$ cat src/rtl/pc_seq_pkg.sv
// Shared types and constants for the program-counter sequencer and its helpers.
package pc_seq_pkg;

  localparam int DATA_W = 32;
  localparam int unsigned INSTR_BYTES = 4;

  typedef enum logic [1:0] {
    FETCH = 2'd0,
    ISSUE = 2'd1,
    TRAP  = 2'd2,
    HALT  = 2'd3
  } seq_state_e;

  localparam logic [DATA_W-1:0] DEFAULT_RESET_VECTOR = 32'h0000_0000;
  localparam logic [DATA_W-1:0] DEFAULT_TRAP_VECTOR  = 32'h0000_0100;

endpackage

$ cat src/rtl/pc_sequencer_if.sv
// Fetch port and decode/execute handshake between the sequencer, memory and execute.
interface pc_sequencer_if;
  import pc_seq_pkg::*;

  logic              fetch_req;
  logic [DATA_W-1:0] fetch_addr;
  logic              fetch_ack;
  logic [DATA_W-1:0] fetch_data;
  logic              instr_valid;
  logic [DATA_W-1:0] instr;
  logic [DATA_W-1:0] instr_pc;
  logic              exec_ready;
  logic              jump_taken;
  logic [DATA_W-1:0] jump_target;

  modport master (
    output fetch_req, fetch_addr, instr_valid, instr, instr_pc,
    input  fetch_ack, fetch_data, exec_ready, jump_taken, jump_target
  );

  modport slave (
    input  fetch_req, fetch_addr, instr_valid, instr, instr_pc,
    output fetch_ack, fetch_data, exec_ready, jump_taken, jump_target
  );

endinterface

$ cat src/rtl/next_pc_select.sv
// Combinational next-PC choice: sequential successor or resolved jump target.
module next_pc_select
  import pc_seq_pkg::*;
(
  input  logic [DATA_W-1:0] instr_pc,
  input  logic              jump_taken,
  input  logic [DATA_W-1:0] jump_target,
  output logic [DATA_W-1:0] next_pc,
  output logic              misaligned
);

  logic [DATA_W-1:0] seq_pc;

  // Plain unsigned add: wraps from FFFF_FFFC to 0.
  assign seq_pc     = instr_pc + DATA_W'(INSTR_BYTES);
  assign next_pc    = jump_taken ? jump_target : seq_pc;
  assign misaligned = jump_taken & (jump_target[1:0] != 2'b00);

endmodule

$ cat src/rtl/pc_sequencer.sv
// Architectural PC owner: fetch, issue to execute, jump/trap resolution, halt, retire count.
module pc_sequencer
  import pc_seq_pkg::*;
#(
  parameter logic [DATA_W-1:0] RESET_VECTOR = DEFAULT_RESET_VECTOR,
  parameter logic [DATA_W-1:0] TRAP_VECTOR  = DEFAULT_TRAP_VECTOR
) (
  input  logic              clk,
  input  logic              rst,
  pc_sequencer_if.master    bus,
  input  logic              halt,
  output logic              halted,
  output logic              trap,
  output logic [DATA_W-1:0] trap_pc,
  output logic [DATA_W-1:0] trap_tval,
  output logic [DATA_W-1:0] retire_count
);

  localparam logic [1:0] ST_FETCH = FETCH;
  localparam logic [1:0] ST_ISSUE = ISSUE;
  localparam logic [1:0] ST_TRAP  = TRAP;
  localparam logic [1:0] ST_HALT  = HALT;

  logic [1:0]        state;
  logic              fetch_first;
  logic [DATA_W-1:0] pc;
  logic [DATA_W-1:0] instr_q;
  logic [DATA_W-1:0] instr_pc_q;
  logic [DATA_W-1:0] trap_pc_q;
  logic [DATA_W-1:0] trap_tval_q;
  logic [DATA_W-1:0] retire_q;

  logic              in_fetch;
  logic              in_issue;
  logic              halt_on_entry;
  logic [DATA_W-1:0] next_pc;
  logic              misaligned;

  next_pc_select u_next_pc (
    .instr_pc    (instr_pc_q),
    .jump_taken  (bus.jump_taken),
    .jump_target (bus.jump_target),
    .next_pc     (next_pc),
    .misaligned  (misaligned)
  );

  assign in_fetch      = (state == ST_FETCH);
  assign in_issue      = (state == ST_ISSUE);
  // Halt is only honoured in the first FETCH cycle so an issued request is never abandoned.
  assign halt_on_entry = in_fetch & fetch_first & halt;

  assign bus.fetch_req   = in_fetch & ~halt_on_entry & ~rst;
  assign bus.fetch_addr  = pc;
  assign bus.instr_valid = in_issue;
  assign bus.instr       = instr_q;
  assign bus.instr_pc    = instr_pc_q;

  assign halted       = (state == ST_HALT);
  assign trap         = (state == ST_TRAP);
  assign trap_pc      = trap_pc_q;
  assign trap_tval    = trap_tval_q;
  assign retire_count = retire_q;

  always_ff @(posedge clk) begin
    if (rst) begin
      state       <= ST_FETCH;
      fetch_first <= 1'b1;
      pc          <= RESET_VECTOR;
      instr_q     <= '0;
      instr_pc_q  <= '0;
      trap_pc_q   <= '0;
      trap_tval_q <= '0;
      retire_q    <= '0;
    end else begin
      fetch_first <= 1'b0;
      case (state)
        ST_FETCH: begin
          if (halt_on_entry) begin
            state <= ST_HALT;
          end else if (bus.fetch_ack) begin
            instr_q    <= bus.fetch_data;
            instr_pc_q <= pc;
            state      <= ST_ISSUE;
          end
        end
        ST_ISSUE: begin
          if (bus.exec_ready) begin
            if (misaligned) begin
              trap_pc_q   <= instr_pc_q;
              trap_tval_q <= next_pc;
              state       <= ST_TRAP;
            end else begin
              pc          <= next_pc;
              retire_q    <= retire_q + 1'b1;
              fetch_first <= 1'b1;
              state       <= ST_FETCH;
            end
          end
        end
        ST_TRAP: begin
          pc          <= TRAP_VECTOR;
          fetch_first <= 1'b1;
          state       <= ST_FETCH;
        end
        ST_HALT: begin
          if (!halt) begin
            fetch_first <= 1'b1;
            state       <= ST_FETCH;
          end
        end
        default: begin
          fetch_first <= 1'b1;
          state       <= ST_FETCH;
        end
      endcase
    end
  end

endmodule

$ cat src/flat_wrapper.sv
// flat-port wrapper written by rule: the top's interface ports become plain ports
module pc_sequencer_flat import pc_seq_pkg::*;
#(
  parameter logic [DATA_W-1:0] RESET_VECTOR = DEFAULT_RESET_VECTOR,
  parameter logic [DATA_W-1:0] TRAP_VECTOR  = DEFAULT_TRAP_VECTOR
)
  (clk, rst, halt, halted, trap, trap_pc, trap_tval, retire_count, bus_fetch_req, bus_fetch_addr, bus_instr_valid, bus_instr, bus_instr_pc, bus_fetch_ack, bus_fetch_data, bus_exec_ready, bus_jump_taken, bus_jump_target);
  pc_sequencer_if bus_i ();
  input  logic clk;
  input  logic rst;
  input  logic halt;
  output logic halted;
  output logic trap;
  output logic [DATA_W-1:0] trap_pc;
  output logic [DATA_W-1:0] trap_tval;
  output logic [DATA_W-1:0] retire_count;
  output wire logic [$bits(bus_i.fetch_req)-1:0] bus_fetch_req;
  output wire logic [$bits(bus_i.fetch_addr)-1:0] bus_fetch_addr;
  output wire logic [$bits(bus_i.instr_valid)-1:0] bus_instr_valid;
  output wire logic [$bits(bus_i.instr)-1:0] bus_instr;
  output wire logic [$bits(bus_i.instr_pc)-1:0] bus_instr_pc;
  input wire logic [$bits(bus_i.fetch_ack)-1:0] bus_fetch_ack;
  input wire logic [$bits(bus_i.fetch_data)-1:0] bus_fetch_data;
  input wire logic [$bits(bus_i.exec_ready)-1:0] bus_exec_ready;
  input wire logic [$bits(bus_i.jump_taken)-1:0] bus_jump_taken;
  input wire logic [$bits(bus_i.jump_target)-1:0] bus_jump_target;
  assign bus_fetch_req = bus_i.fetch_req;
  assign bus_fetch_addr = bus_i.fetch_addr;
  assign bus_instr_valid = bus_i.instr_valid;
  assign bus_instr = bus_i.instr;
  assign bus_instr_pc = bus_i.instr_pc;
  assign bus_i.fetch_ack = bus_fetch_ack;
  assign bus_i.fetch_data = bus_fetch_data;
  assign bus_i.exec_ready = bus_exec_ready;
  assign bus_i.jump_taken = bus_jump_taken;
  assign bus_i.jump_target = bus_jump_target;
  pc_sequencer #(.RESET_VECTOR(RESET_VECTOR), .TRAP_VECTOR(TRAP_VECTOR)) u_core (.clk(clk), .rst(rst), .bus(bus_i), .halt(halt), .halted(halted), .trap(trap), .trap_pc(trap_pc), .trap_tval(trap_tval), .retire_count(retire_count));
endmodule
$ cat config.mk
export PLATFORM = sky130hd
export DESIGN_NAME = pc_sequencer_flat
export DESIGN_NICKNAME = d
export VERILOG_FILES = /design/src/rtl/pc_seq_pkg.sv /design/src/rtl/pc_sequencer_if.sv /design/src/rtl/next_pc_select.sv /design/src/rtl/pc_sequencer.sv /design/src/flat_wrapper.sv
export SDC_FILE = /design/constraint.sdc
export NUM_CORES = 1
export LEC_CHECK = 0
export ABC_AREA = 1
export CAP_MARGIN = 25
export CORE_MARGIN = 8
export CORE_UTILIZATION = 48
export DETAILED_ROUTE_END_ITERATION = 8
export GPL_TIMING_DRIVEN = 0
export PLACE_DENSITY_LB_ADDON = 0.2
export SETUP_SLACK_MARGIN = 0.2
export SYNTH_ARGS = -nofsm -noshare
export SYNTH_HDL_FRONTEND = slang
export SYNTH_SLANG_ARGS = --single-unit
$ cat constraint.sdc
create_clock -name clk -period 1.7 [get_ports clk]
set_input_delay 0.425 -clock clk [delete_from_list [all_inputs] [get_ports clk]]
set_output_delay 0.425 -clock clk [all_outputs]
set_load 0.02 [all_outputs]
# == Word level (Yosys, flattened, before mapping) ==
# Index checks and enable logic that the tools add are counted.
# totals
reg_bits,195
# op_classes
add_sub_neg,2
n_eq_ne,7
muxes,14
n_bitwise,8
reduce_logical,8
# ops
operator,count
2-to-1 mux 32 bit,3
case mux 32 bit (2 select lines),1
"adder 32 x 1 -> 32 bit, second input constant",1
"adder 32 x 3 -> 32 bit, second input constant",1
AND reduction 3 bit,5
2-to-1 mux 2 bit,5
case mux 2 bit (4 select lines),1
AND 1 bit,5
"equality test 2 bit, second input constant",2
"inequality test 2 bit, second input constant",2
nonzero test 2 bit,2
2-to-1 mux 1 bit,3
"inequality test 3 bit, second input constant",1
NOT 1 bit,3
case mux 1 bit (3 select lines),1
"equality test 2 x 1 -> 1 bit, second input constant",1
logical NOT 2 bit,1
"inequality test 2 x 1 -> 1 bit, second input constant",1

# == Depth between registers and ports, before layout ==
# logic_depth
word_depth,6
mapped_depth,12
depth_no_buf,12

# == Hierarchy ==
# From an unflattened synthesis, not the netlist that was laid out.
# hier_totals
hier_cells,1243
area_unflattened_um2,8662.1
# modules_own_cells
mod,instances,cells_each,area_each_um2
pc_sequencer,1,967,7364.6
next_pc_select,1,276,1297.5

# == Worst setup path after synthesis ==
# Ideal clock, no wire load.
# synth_timing
kind,input to output
startpoint,input rst
endpoint,output bus_fetch_req
arrival_ps,1463
t_required_ps,1275
path_slack_ps,-188
cell_stages,3
n_path_buf,2
path_cell_list,buf_2 buf_1 nor4_1
# synth_via
elab_chain_len,2
# synth_rtl
element,line,text
start: declaration,flat_wrapper.sv:10,input logic rst;
NOT 1 bit,pc_sequencer.sv:52,assign bus.fetch_req = in_fetch & ~halt_on_entry & ~rst;
AND 1 bit,pc_sequencer.sv:52,
end: declaration,flat_wrapper.sv:17,output wire logic [$bits(bus_i.fetch_req)-1:0] bus_fetch_req;
# Every way passes these cells.

# == Final worst setup path ==
# Ends and elaborated chain as after synthesis.

==> results_tabular.tex <==
\begin{tabular}{lr}
\hline
Metric & Value \\
\hline
\multicolumn{2}{l}{\textbf{Floorplan}} \\
Vertical die dimension & 152 um \\
Number of placement rows & 49 \\
Starting density of the core & 0.491 \\
Horizontal extent of the die & 152 um \\
Area of the core & 18000 sq um \\
Count of pins on the block boundary & 266 \\
Die area & 23000 sq um \\
\multicolumn{2}{l}{\textbf{STA}} \\
RSZ-0062 raised after global routing & true \\
Endpoints failing hold & 0 \\
Final worst slack & -58.0 ps \\
Max Clk Rate & 569 MHz \\
Setup-failing EPs final & 4 \\
Clock period minus final worst setup slack & 1760 ps \\
Slew at the pin closest to its max-slew limit & 725 ps \\
Clock Skews & 14.3 ps \\
Final Cycle Share & 1.03 \\
Slew Limit Fails & 0 \\
Slew Limit Headroom & 0.517 \\
\multicolumn{2}{l}{\textbf{Synth}} \\
Mean cell area of the mapped netlist & 7.07 sq um \\
Commonest cells in the netlist & nand2\_1 (276), dfxtp\_1 (195), a21oi\_1 (161) \\
Number of nets in the synthesized netlist & 1325 \\
Post-synth top area cell & dfxtp\_1 \\
Synth cell types & 40 \\
Cell count after synthesis & 1253 \\
Sequential fraction of the synthesis area & 0.441 \\
Top area cells in the synthesized netlist & dfxtp\_1 (44\%), nand2\_1 (12\%), a21oi\_1 (9.1\%), o21ai\_0 (7.7\%), inv\_1 (5.9\%) \\
Number of flops mapped to enable cells by yosys & 0 \\
Synth Flop Type & dfxtp\_1 \\
Most numerous cell in the Yosys netlist & nand2\_1 \\
Share of Yosys cell area claimed by the top area cell type & 0.441 \\
Proportion of synthesized flip-flops having asynchronous set or reset & 0 \\
Flip-flop and latch count after synthesis & 195 \\
Netlist Area Pre-Place & 8850 sq um \\
Total number of yosys warnings & 0 \\
\multicolumn{2}{l}{\textbf{Run status}} \\
Violated checks & setup timing \\
Run status & complete, but fails checks \\
\multicolumn{2}{l}{\textbf{Finish}} \\
Count of fill cells added during filler insertion & 1404 \\
Share of cells above drive strength 1 & 0.385 \\
Non-filler cells in the finished layout & 1842 \\
Final nets & 1671 \\
Register area & 4020 sq um \\
Multi-input gate area & 4980 sq um \\
Synthesis-to-finish area growth & 52.9\% \\
\multicolumn{2}{l}{\textbf{Global route}} \\
GRT Resource Usage Total & 0.305 \\
First-pass GRT wire length & 56600 um \\
Vias in the first global route & 10163 \\
Maximum number of pins on one net before global-route repair & 18 \\
Residual overflow from global routing & 0 \\
Initial antenna violation count & 1 \\
\multicolumn{2}{l}{\textbf{Drt}} \\
Drt total wl & 38800 um \\
Final routed wire length divided by cell count & 21.1 um \\
Routed vias/inst & 5.76 \\
Post-route ant nets & 0 \\
Number of design rule violations left after detail routing & 0 \\
Count of vias placed by the detailed router & 10612 \\
Pre-antenna DRT Iters & 7 \\
Initial DRC Count & 1009 \\
\multicolumn{2}{l}{\textbf{Place}} \\
Number of port buffers & 264 \\
Worst setup timing slack at the placement stage & -1100 ps \\
Final RePlAce weighted congestion & 0.984 \\
Dpl hpwl & 26500 um \\
Placed Cells incl. Taps & 1746 \\
\multicolumn{2}{l}{\textbf{Worst setup path}} \\
Type of destination of the critical path & output pin \\
Kind of start point of the critical path & input port \\
Req. time, crit path & 1270 ps \\
Largest fanout of any net on the critical path & 10 \\
Signal arrival time at the worst endpoint & 1330 ps \\
Category of the most critical setup path & in2out \\
\multicolumn{2}{l}{\textbf{Clock tree}} \\
H-Tree Level Count & 4 \\
Number of CTS-inserted buffers & 17 \\
Number of buffers on the longest clock path & 2 \\
TritonCTS clock tree & yes \\
Number of hold buffers added after CTS & 0 \\
Clk Tree Root Cell & clkbuf\_16 \\
Clock sinks & 195 \\
Clock slew at the register clock pins of the worst setup and hold paths & 70 ps \\
Insertion delay to the later sink of the worst-skew pair & 450 ps \\
\multicolumn{2}{l}{\textbf{Hold path}} \\
Worst hold path type & in2reg \\
\multicolumn{2}{l}{\textbf{Job}} \\
Max-cap violation count & 0 \\
\multicolumn{2}{l}{\textbf{Power}} \\
VDD IR max & 0.790 mV \\
Static Leak & 0.00592 uW \\
Pwr/cell area & 903 nW/um\^{}2 \\
\hline
\end{tabular}
worst max-delay path, cell delays in order:
cell,delay [ps]
buf_2,190
buf_4,230
nor4_4,270
buf_4,200
flip-flops by register name (all words and copies together), names as in the netlist:
register / flops
u_core.bus.fetch_addr: 32
u_core.bus.instr: 32
u_core.bus.instr_pc: 32
u_core.fetch_first: 1
u_core.retire_count: 32
u_core.state: 2
u_core.trap_pc: 32
u_core.trap_tval: 32
kinds of logic (layout without fill, tap and decap cells):
logic type,count (synthesis),count (layout),synth area share
AOI/OAI and AO/OA,335,335,0.198
buffers and inverters,203,562,0.0945
adders and majority gates,2,2,0.00283
DFF,195,195,0.441
other,0,1,0
and+or+nand+nor,515,515,0.260
xor gates and xnor gates,3,3,0.00297
metrics by stage:
step | power, uW | hold slack (ps) | utilization | area [sq um] | TNS, ps
final | 12200 | 382 | 0.751 | 13500 | -85.7
after global routing | 12600 | 388 | 0.751 | 13500 | -1610
after CTS | 12000 | 362 | 0.732 | 13200 | -47.5
after detailed placement | 7950 | 437 | 0.658 | 11900 | -117660
after global placement | 7900 | 431 | 0.658 | 11900 | -113140
after floorplan | 6610 | 520 | - | 8930 | 0
layout by cell type (no fill, tap or decap), types with 43 or more instances in the layout:
master / n
dfxtp_1: 133
inv_1: 126
clkdlybuf4s50_1: 63
buf_2: 156
nand2_1: 222
dfxtp_2: 45
nor2_1: 63
nand2_2: 43
o21ai_0: 99
a21oi_1: 143
repair_timing:
action	4_1_cts	5_1_grt
endpoints found under the setup margin	385	274
gates cloned	4	2
pin swaps	62	55
endpoints found under the hold margin	0	0
buffers inserted	35	22
gates resized for setup	922	268
path summary, 6_finish.rpt:
kind                            slack [ps]                                 to                         startpoint  depth (start not counted)
worst min register to register         450  u_core.bus.instr[22]$_SDFFE_PP0P_  u_core.bus.instr[22]$_SDFFE_PP0P_                          2
worst max-delay path                   -60                      bus_fetch_req                                rst                          4
worst min-delay path                   380       u_core.state[1]$_SDFFE_PP0P_                                rst                          2
worst max register to register         -10  u_core.trap_tval[10]$_SDFFE_PP0P_       u_core.state[1]$_SDFFE_PP0P_                         12
cell type report:
type,count,area share
repair buffers,327,0.191
multi-input cells,855,0.368
flip-flops and latches,195,0.297
clock buffers,21,0.0341
well taps,229,0.0212
diodes,1,0.000185
inverters,141,0.0424
clock inverters,11,0.00887
plain buffers,62,0.0366
where the power goes:
part / leakage (uW) / total [uW] / switching, uW / internal (uW)
Combinational: 0.00402 / 2910 / 1820 / 1100
Clock: 0.000277 / 4070 / 1920 / 2150
Sequential: 0.00162 / 5250 / 325 / 4920
Total: 0.00592 / 12200 / 4060 / 8170
layer usage:
metal / vias to the layer above / share of wire / global-route usage
li1: 4802 / - / -
met1: 5006 / 0.37 / 0.343
met2: 625 / 0.48 / 0.522
met3: 179 / 0.085 / 0.0723
met4: 0 / 0.060 / 0.175
met5: - / 0 / 0
No activity file was read; power rests on OpenSTA's default activity.
